`config.mk`:
```
export PLATFORM = sky130hd
export DESIGN_NAME = mode_ac_pulse_timestamper
export DESIGN_NICKNAME = d
export VERILOG_FILES = /design/src/rtl/mode_ac_pulse_timestamper.sv
export SDC_FILE = /design/constraint.sdc
export NUM_CORES = 1
export LEC_CHECK = 0
export ABC_AREA = 1
export BUFFER_PORTS_ARGS = -buffer_cell sky130_fd_sc_hd__buf_2
export CAP_MARGIN = 20
export CORE_MARGIN = 2
export CORE_UTILIZATION = 40
export DETAILED_ROUTE_END_ITERATION = 6
export PLACE_DENSITY_LB_ADDON = 0.15
export SYNTH_ARGS = -nofsm -noshare
export SYNTH_HDL_FRONTEND = slang
export SYNTH_SLANG_ARGS = --single-unit
```
`constraint.sdc`:
```
create_clock -name clk -period 19.7 [get_ports clk]
set_input_delay 1.97 -clock clk [delete_from_list [all_inputs] [get_ports clk]]
set_output_delay 1.97 -clock clk [all_outputs]
set_load 0.005 [all_outputs]
```
`src/rtl/mode_ac_pulse_timestamper.sv`:
```
// Mode A/C pulse timestamper.
// Qualifies rise/fall strobes from the edge detector, stamps each rise with
// the free-running sample-tick counter, measures the width to the matching
// fall (or closes the pulse on timeout) and queues one record per pulse in a
// small show-ahead FIFO read over a valid/ready stream.
module mode_ac_pulse_timestamper #(
   parameter int TS_WIDTH   = 32,
   parameter int WIDTH_BITS = 16,
   parameter int MAX_WIDTH  = 4000,
   parameter int DEPTH      = 8
) (
   input  logic                     clk,
   input  logic                     rst,
   input  logic                     sample_valid,
   input  logic                     rise_edge_in,
   input  logic                     fall_edge_in,
   input  logic                     clear,
   output logic                     pulse_valid,
   input  logic                     pulse_ready,
   output logic [TS_WIDTH-1:0]      pulse_start,
   output logic [WIDTH_BITS-1:0]    pulse_width,
   output logic                     pulse_timeout,
   output logic [$clog2(DEPTH):0]   fifo_level,
   output logic [15:0]              drop_count,
   output logic [15:0]              spurious_count
);

   localparam int AW = $clog2(DEPTH);
   localparam int LW = $clog2(DEPTH) + 1;
   localparam logic [WIDTH_BITS-1:0] MAX_W    = WIDTH_BITS'(MAX_WIDTH);
   localparam logic [LW-1:0]         FULL_LVL = LW'(DEPTH);

   typedef enum logic {
      IDLE,
      WAIT_FALL
   } state_t;

   typedef struct packed {
      logic [TS_WIDTH-1:0]   start;
      logic [WIDTH_BITS-1:0] width;
      logic                  timeout;
   } rec_t;

   // ------------------------------------------------------------------
   // Edge qualification and timestamp counter
   // ------------------------------------------------------------------
   logic                rise_q, rise_d, fall_q, fall_d;
   logic                rise_ev, fall_ev;
   logic [TS_WIDTH-1:0] ts_q;

   // Two-deep history per strobe; the event is the registered 0->1 step, so a
   // level held for many clocks yields a single event. clear leaves it alone.
   always_ff @(posedge clk or posedge rst) begin
      if (rst) begin
         rise_q <= 1'b0;
         rise_d <= 1'b0;
         fall_q <= 1'b0;
         fall_d <= 1'b0;
      end else begin
         rise_q <= rise_edge_in;
         rise_d <= rise_q;
         fall_q <= fall_edge_in;
         fall_d <= fall_q;
      end
   end

   assign rise_ev = rise_q & ~rise_d;
   assign fall_ev = fall_q & ~fall_d;

   // Free-running sample-tick counter; wraps naturally, untouched by clear.
   always_ff @(posedge clk or posedge rst) begin
      if (rst)
         ts_q <= '0;
      else if (sample_valid)
         ts_q <= ts_q + TS_WIDTH'(1);
   end

   // ------------------------------------------------------------------
   // Pulse tracking FSM
   // ------------------------------------------------------------------
   state_t                state_q, state_n;
   logic [TS_WIDTH-1:0]   start_q, start_n;
   logic [TS_WIDTH-1:0]   ts_diff;
   logic [WIDTH_BITS-1:0] elapsed;
   logic                  timeout_hit;
   logic                  rec_push;
   rec_t                  rec_n;
   logic                  spur_inc;

   // Modular subtraction in counter width keeps the width right across
   // counter rollover; the result is then sized to the record field.
   assign ts_diff     = ts_q - start_q;
   assign elapsed     = WIDTH_BITS'(ts_diff);
   assign timeout_hit = (elapsed >= MAX_W);

   // State register; clear parks the FSM in IDLE and drops that cycle's events.
   always_ff @(posedge clk or posedge rst) begin
      if (rst) begin
         state_q <= IDLE;
         start_q <= '0;
      end else if (clear) begin
         state_q <= IDLE;
      end else begin
         state_q <= state_n;
         start_q <= start_n;
      end
   end

   // Next state and record generation. A fall always beats a timeout or a
   // rise in the same cycle; a rise that cannot open or restart a pulse is
   // counted as spurious. At most one spurious increment per cycle.
   always_comb begin
      state_n  = state_q;
      start_n  = start_q;
      rec_push = 1'b0;
      rec_n    = '0;
      spur_inc = 1'b0;
      unique case (state_q)
         IDLE: begin
            if (rise_ev) begin
               start_n  = ts_q;
               state_n  = WAIT_FALL;
               spur_inc = fall_ev;
            end else if (fall_ev) begin
               spur_inc = 1'b1;
            end
         end
         WAIT_FALL: begin
            if (fall_ev) begin
               rec_push      = 1'b1;
               rec_n.start   = start_q;
               rec_n.width   = elapsed;
               rec_n.timeout = 1'b0;
               state_n       = IDLE;
               spur_inc      = rise_ev;
            end else if (timeout_hit) begin
               rec_push      = 1'b1;
               rec_n.start   = start_q;
               rec_n.width   = MAX_W;
               rec_n.timeout = 1'b1;
               state_n       = IDLE;
               spur_inc      = rise_ev;
            end else if (rise_ev) begin
               start_n  = ts_q;
               spur_inc = 1'b1;
            end
         end
         default: state_n = IDLE;
      endcase
   end

   // ------------------------------------------------------------------
   // Show-ahead record FIFO
   // ------------------------------------------------------------------
   rec_t          mem [DEPTH];
   logic [AW-1:0] wr_ptr, rd_ptr;
   logic [LW-1:0] level_q;
   logic          full, pop, do_push, drop_ev;
   rec_t          head;

   assign full    = (level_q == FULL_LVL);
   assign pop     = pulse_valid & pulse_ready;
   // A pop in the same cycle frees the slot, so a push at full still lands.
   assign do_push = rec_push & ~clear & (~full | pop);
   assign drop_ev = rec_push & ~clear & full & ~pop;

   // Record storage; when full with a concurrent pop, wr_ptr == rd_ptr and the
   // head being read out this cycle is replaced by the new tail record.
   always_ff @(posedge clk or posedge rst) begin
      if (rst) begin
         for (int i = 0; i < DEPTH; i++)
            mem[i] <= '0;
      end else if (do_push) begin
         mem[wr_ptr] <= rec_n;
      end
   end

   // Pointers and occupancy; clear empties the queue outright.
   always_ff @(posedge clk or posedge rst) begin
      if (rst) begin
         wr_ptr  <= '0;
         rd_ptr  <= '0;
         level_q <= '0;
      end else if (clear) begin
         wr_ptr  <= '0;
         rd_ptr  <= '0;
         level_q <= '0;
      end else begin
         if (do_push)
            wr_ptr <= wr_ptr + AW'(1);
         if (pop)
            rd_ptr <= rd_ptr + AW'(1);
         level_q <= level_q + LW'(do_push) - LW'(pop);
      end
   end

   // ------------------------------------------------------------------
   // Saturating diagnostic counters
   // ------------------------------------------------------------------
   logic [15:0] drop_q, spur_q;

   // Drop and spurious counters stick at all-ones rather than wrapping.
   always_ff @(posedge clk or posedge rst) begin
      if (rst) begin
         drop_q <= '0;
         spur_q <= '0;
      end else if (clear) begin
         drop_q <= '0;
         spur_q <= '0;
      end else begin
         if (drop_ev && (drop_q != 16'hFFFF))
            drop_q <= drop_q + 16'd1;
         if (spur_inc && (spur_q != 16'hFFFF))
            spur_q <= spur_q + 16'd1;
      end
   end

   // ------------------------------------------------------------------
   // Outputs: head fields are forced to zero while the FIFO is empty so an
   // idle or freshly reset block presents an all-zero record.
   // ------------------------------------------------------------------
   assign head           = mem[rd_ptr];
   assign pulse_valid    = (level_q != '0);
   assign pulse_start    = pulse_valid ? head.start   : '0;
   assign pulse_width    = pulse_valid ? head.width   : '0;
   assign pulse_timeout  = pulse_valid ? head.timeout : 1'b0;
   assign fifo_level     = level_q;
   assign drop_count     = drop_q;
   assign spurious_count = spur_q;

endmodule
```
; Word-level counts from Yosys, hierarchy flattened
; Index checks and enable logic that the tools add are counted.
[totals]
rom_bits = 0
output_inout_bits = 86
ramBits = 0
register_bits = 503
mem_count = 0
latchBits = 0
in_bits = 7
wordCells = 116
[classes]
n_shift = 0
mux = 38
mul = 0
n_eq_ne = 5
reduce_logical = 9
bitwise_logic = 16
div_mod_pow = 0
order_cmp = 4
add_sub_neg = 8
[op_table]
columns = cell, n
row1 = bitwise mux 392 bit, 1
row2 = 2-to-1 mux 49 bit, 6
row3 = binary-select mux 49 bit (select 3 bit), 1
row4 = demux 49 bit (select 3 bit), 1
row5 = 2-to-1 mux 32 bit, 4
row6 = 2-to-1 mux 16 bit, 5
row7 = one-hot mux 32 bit (2 select lines), 1
row8 = "adder 16 x 1 -> 16 bit, second input constant", 2
row9 = "adder 32 x 1 -> 32 bit, second input constant", 1
row10 = "!= test 16 bit, second input constant", 2
row11 = "greater-or-equal comparator 16 x 12 -> 1 bit, second input constant", 1
row12 = subtractor 16 bit, 1
row13 = 2-to-1 mux 1 bit, 12
row14 = 2-to-1 mux 3 bit, 4
row15 = "greater-or-equal comparator 4 bit, second input constant", 2
row16 = NOT 3 -> 4 bit, 2
row17 = nonzero test 2 bit, 4
row18 = AND 1 bit, 7
row19 = "adder 3 x 1 -> 3 bit, second input constant", 2
row20 = NOT 1 bit, 6
row21 = adder 4 x 1 -> 4 bit, 1
row22 = "equality test 4 bit, second input constant", 1
row23 = "less-than comparator 4 x 1 -> 1 bit, second input constant", 1
row24 = 2-to-1 mux 4 bit, 1
row25 = other kinds (7), 11

; Depth between registers and ports, before layout
[logic_depth]
word_depth = 11
mapped_depth = 26
ltp_nobuf = 25

; Worst setup path after synthesis
; Ideal clock, no wire load.
[synth_timing]
path_type = input-to-reg
from = input clear
to = register level_q[2] (netlist: fifo_level[2])
t_arrival_ns = 3.880
t_required_ns = 19.581
setup_ns = 0.119
cell_stages = 10
setup_slack_ns = 15.701
n_path_buf = 2
cell_sequence = inv_1 buf_2 clkbuf_1 nand3_1 ha_1 inv_1 ha_1 fa_1 xnor2_1 nor2_1
[synth_between]
elab_chain_len = 6
[synth_lines]
columns = element, line_no
row1 = start: declaration, 17  ; input logic clear,
row2 = NOT 1 bit (no source line), -
row3 = AND 1 bit (2 in series), 164  ; assign do_push = rec_push & ~clear & (~full | pop);
row4 = adder 4 x 1 -> 4 bit, 193  ; level_q <= level_q + LW'(do_push) - LW'(pop);
row5 = subtractor 4 x 1 -> 4 bit, 193
row6 = 2-to-1 mux 4 bit (*), 184  ; end else if (clear) begin
row7 = end signal: assignment, 193
row8 = end: declaration, 157  ; logic [LW-1:0] level_q;
; Every way passes the cells marked *; elsewhere a longest branch is shown, timed or not.
; A chain may end at the register's enable or synchronous reset.

; Worst setup path in the final report
[layout_timing]
from = register rd_ptr[0]
to = output pulse_start[0]
[layout_between]
elab_chain_len = 5
[layout_lines]
columns = element, line_no
row1 = start: declaration, 156  ; logic [AW-1:0] wr_ptr, rd_ptr;
row2 = start signal: assignment, 192  ; rd_ptr <= rd_ptr + AW'(1);
row3 = NOT 3 -> 4 bit (not written as such), 222  ; assign head = mem[rd_ptr];
row4 = binary-select mux 49 bit (select 3 bit), 222
row5 = 2-to-1 mux 49 bit (not written as such) (2 in series), 222
row6 = 2-to-1 mux 32 bit, 224  ; assign pulse_start = pulse_valid ? head.start : '0;
row7 = end: declaration, 20  ; output logic [TS_WIDTH-1:0] pulse_start,
; Every way passes these cells. The select of a mux whose other input is x is not followed.

==> results.toml <==
[logic_synthesis]
synth.avg_cell_area_um2 = 7.65
synth_ff_type = "dfrtp_1"
ys_types = 39
synth_edf_count = 0
syn_nets = 3388
synth_cells = 3352
ys_ff_latch = 503
synth-async-reset-ratio_pct = 100
ys_seq_area_share_pct = 49.1
netlist.area_leader.share_pct = 49.1
yosysWarnings = 0
yosysTopAreaCell = "dfrtp_1"
yosys-top-cells-area = "dfrtp_1, nand2_1, nand3_1, nor2_1, o21ai_0"
synthesis.area_um2 = 25600

[floorplanning]
die_width_um = 257
die_area_um2 = 66100
num_io_pins = 93
rows = 92
coreArea_um2 = 63200
die_h_um = 257
start_util_pct = 40.6

[placed_design]
placed_cell_area_um2 = 26500
pre_cts_slack_ns = 13.80
hpwl_um = 43200
place.gp.congestion = 0.868
port_buffers = 92

[cts]
ctsRootBufferMaster = "clkbuf_16"
postCtsHoldBufs = 0
cts_setup_buffers = 0
cts_max_path_buffers = 3
cts_resized = 0
clk-insertion-delay-late_ns = 0.63
cts_buffers = 56
cts_tree = "done"
clkTransAtPathRegs_ns = 0.06
clock-sinks = 503
ctsHtreeMaxLevel = 2

[cells_and_area]
drive_above_1_share_pct = 8.03
antenna_cells = 0
layout_commonest_cell = "nand2_1"
syn_to_final_growth_pct = 10.9
fin_nets = 3346
final_cell_mix = "nand2_1, dfrtp_1, nand3_1"
nFillCells = 6248
stdcell_area_um2 = 28400
postLayoutCoreUtil_pct = 45.0

[sta]
rsz0062_at_grt = "false"
slew_violations = 0
fmax_ghz = 0.166
period_minus_slack_ns = 6.01
fin_crit_sh_pct = 30.5
setup_tns_ns = 0
slew_headroom_pct = 25.1
finClkSkew_ns = 0.0240
finalSetupViolCount = 0
finalHoldViolCount = 0
worst_pin_slew_ns = 1.12
setup_ws_ns = 13.69

[global_route]
grt-ovfl-total = 0
antenna_found_initial = 4
grt_first_pass_wirelength_um = 129000
grt_usage_pct = 24.4
first_global_vias = 22300
grt_max_degree = 237

[power]
p_leak_uw = 0.0149
p_total_uw = 3160
p_per_area_nw_per_um2 = 111
max-vdd-ir-drop_mv = 0.0762

[critical_path]
cp-start-kind = "flop"
cpPeakStageDelay_ns = 0.84
critPathCaptureType = "output pin"
cp_slowest_cell = "inv_6"
crit_path_frequent_cell = "o21ai_0"
worstPathCellList = "inv_6 -> buf_4 -> o21ai_0 -> o22ai_1 -> o21ai_0 -> a31oi_1 -> buf_2"
cp_max_fo = 131
cp.required_ns = 17.73
cp.arrival_ns = 4.04
path_class = "reg2out"

[routing]
postRouteAntennaNets = 0
top_layer_used = "met5"
drtIter0Drc = 2343
wl_met3_um = 5460
wl_per_cell_um = 19.3
dr_wl_met2_um = 37900
drtPass1Iterations = 5
wl_met1_um = 35800
wirelength_um = 80900
drc = 0
vias = 22900
via_per_inst = 5.45

[run_status]
outcome = "completed"

[hold_path]
hp-class = "reg2reg"

[job]
drv_cap = 0
[metrics by stage]
stage	std cells	hold WS, ns
floorplan	3352	0.354
global placement	4097	0.360
detailed placement	4097	0.365
CTS	4197	0.380
global route	4198	0.394
finish	4198	0.377
[cell families after synthesis]
kind of cell	Yosys count	share of synthesized area, %
simple gates	1942	32.2
compound gates	429	8.93
xor+xnor	48	1.64
fa+ha+maj	29	1.47
buf+inv	401	6.68
flops	503	49.1
[final timing paths]
path / startpoint / to / slack (ns) / depth (start not counted)
max: rd_ptr[0]$_DFFE_PP0P_ / pulse_start[0] / 13.69 / 7
min: fall_q$_DFF_PP0_ / fall_d$_DFF_PP0_ / 0.38 / 0
max reg2reg: fifo_level[3]$_DFF_PP0_ / mem[373]$_DFFE_PP0P_ / 14.41 / 12
min reg2reg: fall_q$_DFF_PP0_ / fall_d$_DFF_PP0_ / 0.38 / 0
max in group asynchronous: rst / mem[90]$_DFFE_PP0P_ / 16.06 / 5
min in group asynchronous: rst / mem[296]$_DFFE_PP0P_ / 1.55 / 2
[routing by layer]
metal / vias up / track usage (%)
li1: 10800 / -
met1: 11200 / 33.8
met2: 718 / 39.7
met3: 133 / 3.96
met4: 2 / 6.43
met5: - / 0
[sequential cells by signal (all words and copies together), names as in the netlist]
register and flops:
mem 392, start_q 32, ts_q 32, drop_count 16, spurious_count 16, fifo_level 4, rd_ptr 3, wr_ptr 3
fall_d 1, fall_q 1, rise_d 1, rise_q 1, state_q 1
[synthesized netlist by cell type (all sizes together), types with 42 or more instances]
master  count
nand2    1001
dfrtp     503
nand3     459
nor2      397
o21ai     297
inv       175
clkbuf    120
buf       105
a31oi      52
o22ai      49
xor2       44
nand4      42
[final cells by class]
cell class                      count  area, um2  share of cell area (%)
Clock buffer                       80       1610                    5.67
Clock inverter                     20        259                   0.911
Inverter                          176        676                    2.38
Multi-Input combinational cell   2448      11500                    40.4
Sequential cell                   503      12600                    44.3
Tap cell                          846       1060                    3.72
Timing Repair Buffer              125        753                    2.65
[critical path, delay by kind of cell (launching register included)]
| family | cells | cell delay [ns] |
|---|---|---|
| buffers and inverters | 3 | 1.78 |
| AOI/OAI and AO/OA | 4 | 0.78 |
| DFF | 1 | 0.73 |
[power breakdown]
group | internal (uW) | switching, uW
Clock | 633 | 442
Combinational | 282 | 665
Sequential | 1080 | 56.8
No activity file was read; power rests on OpenSTA's default activity.
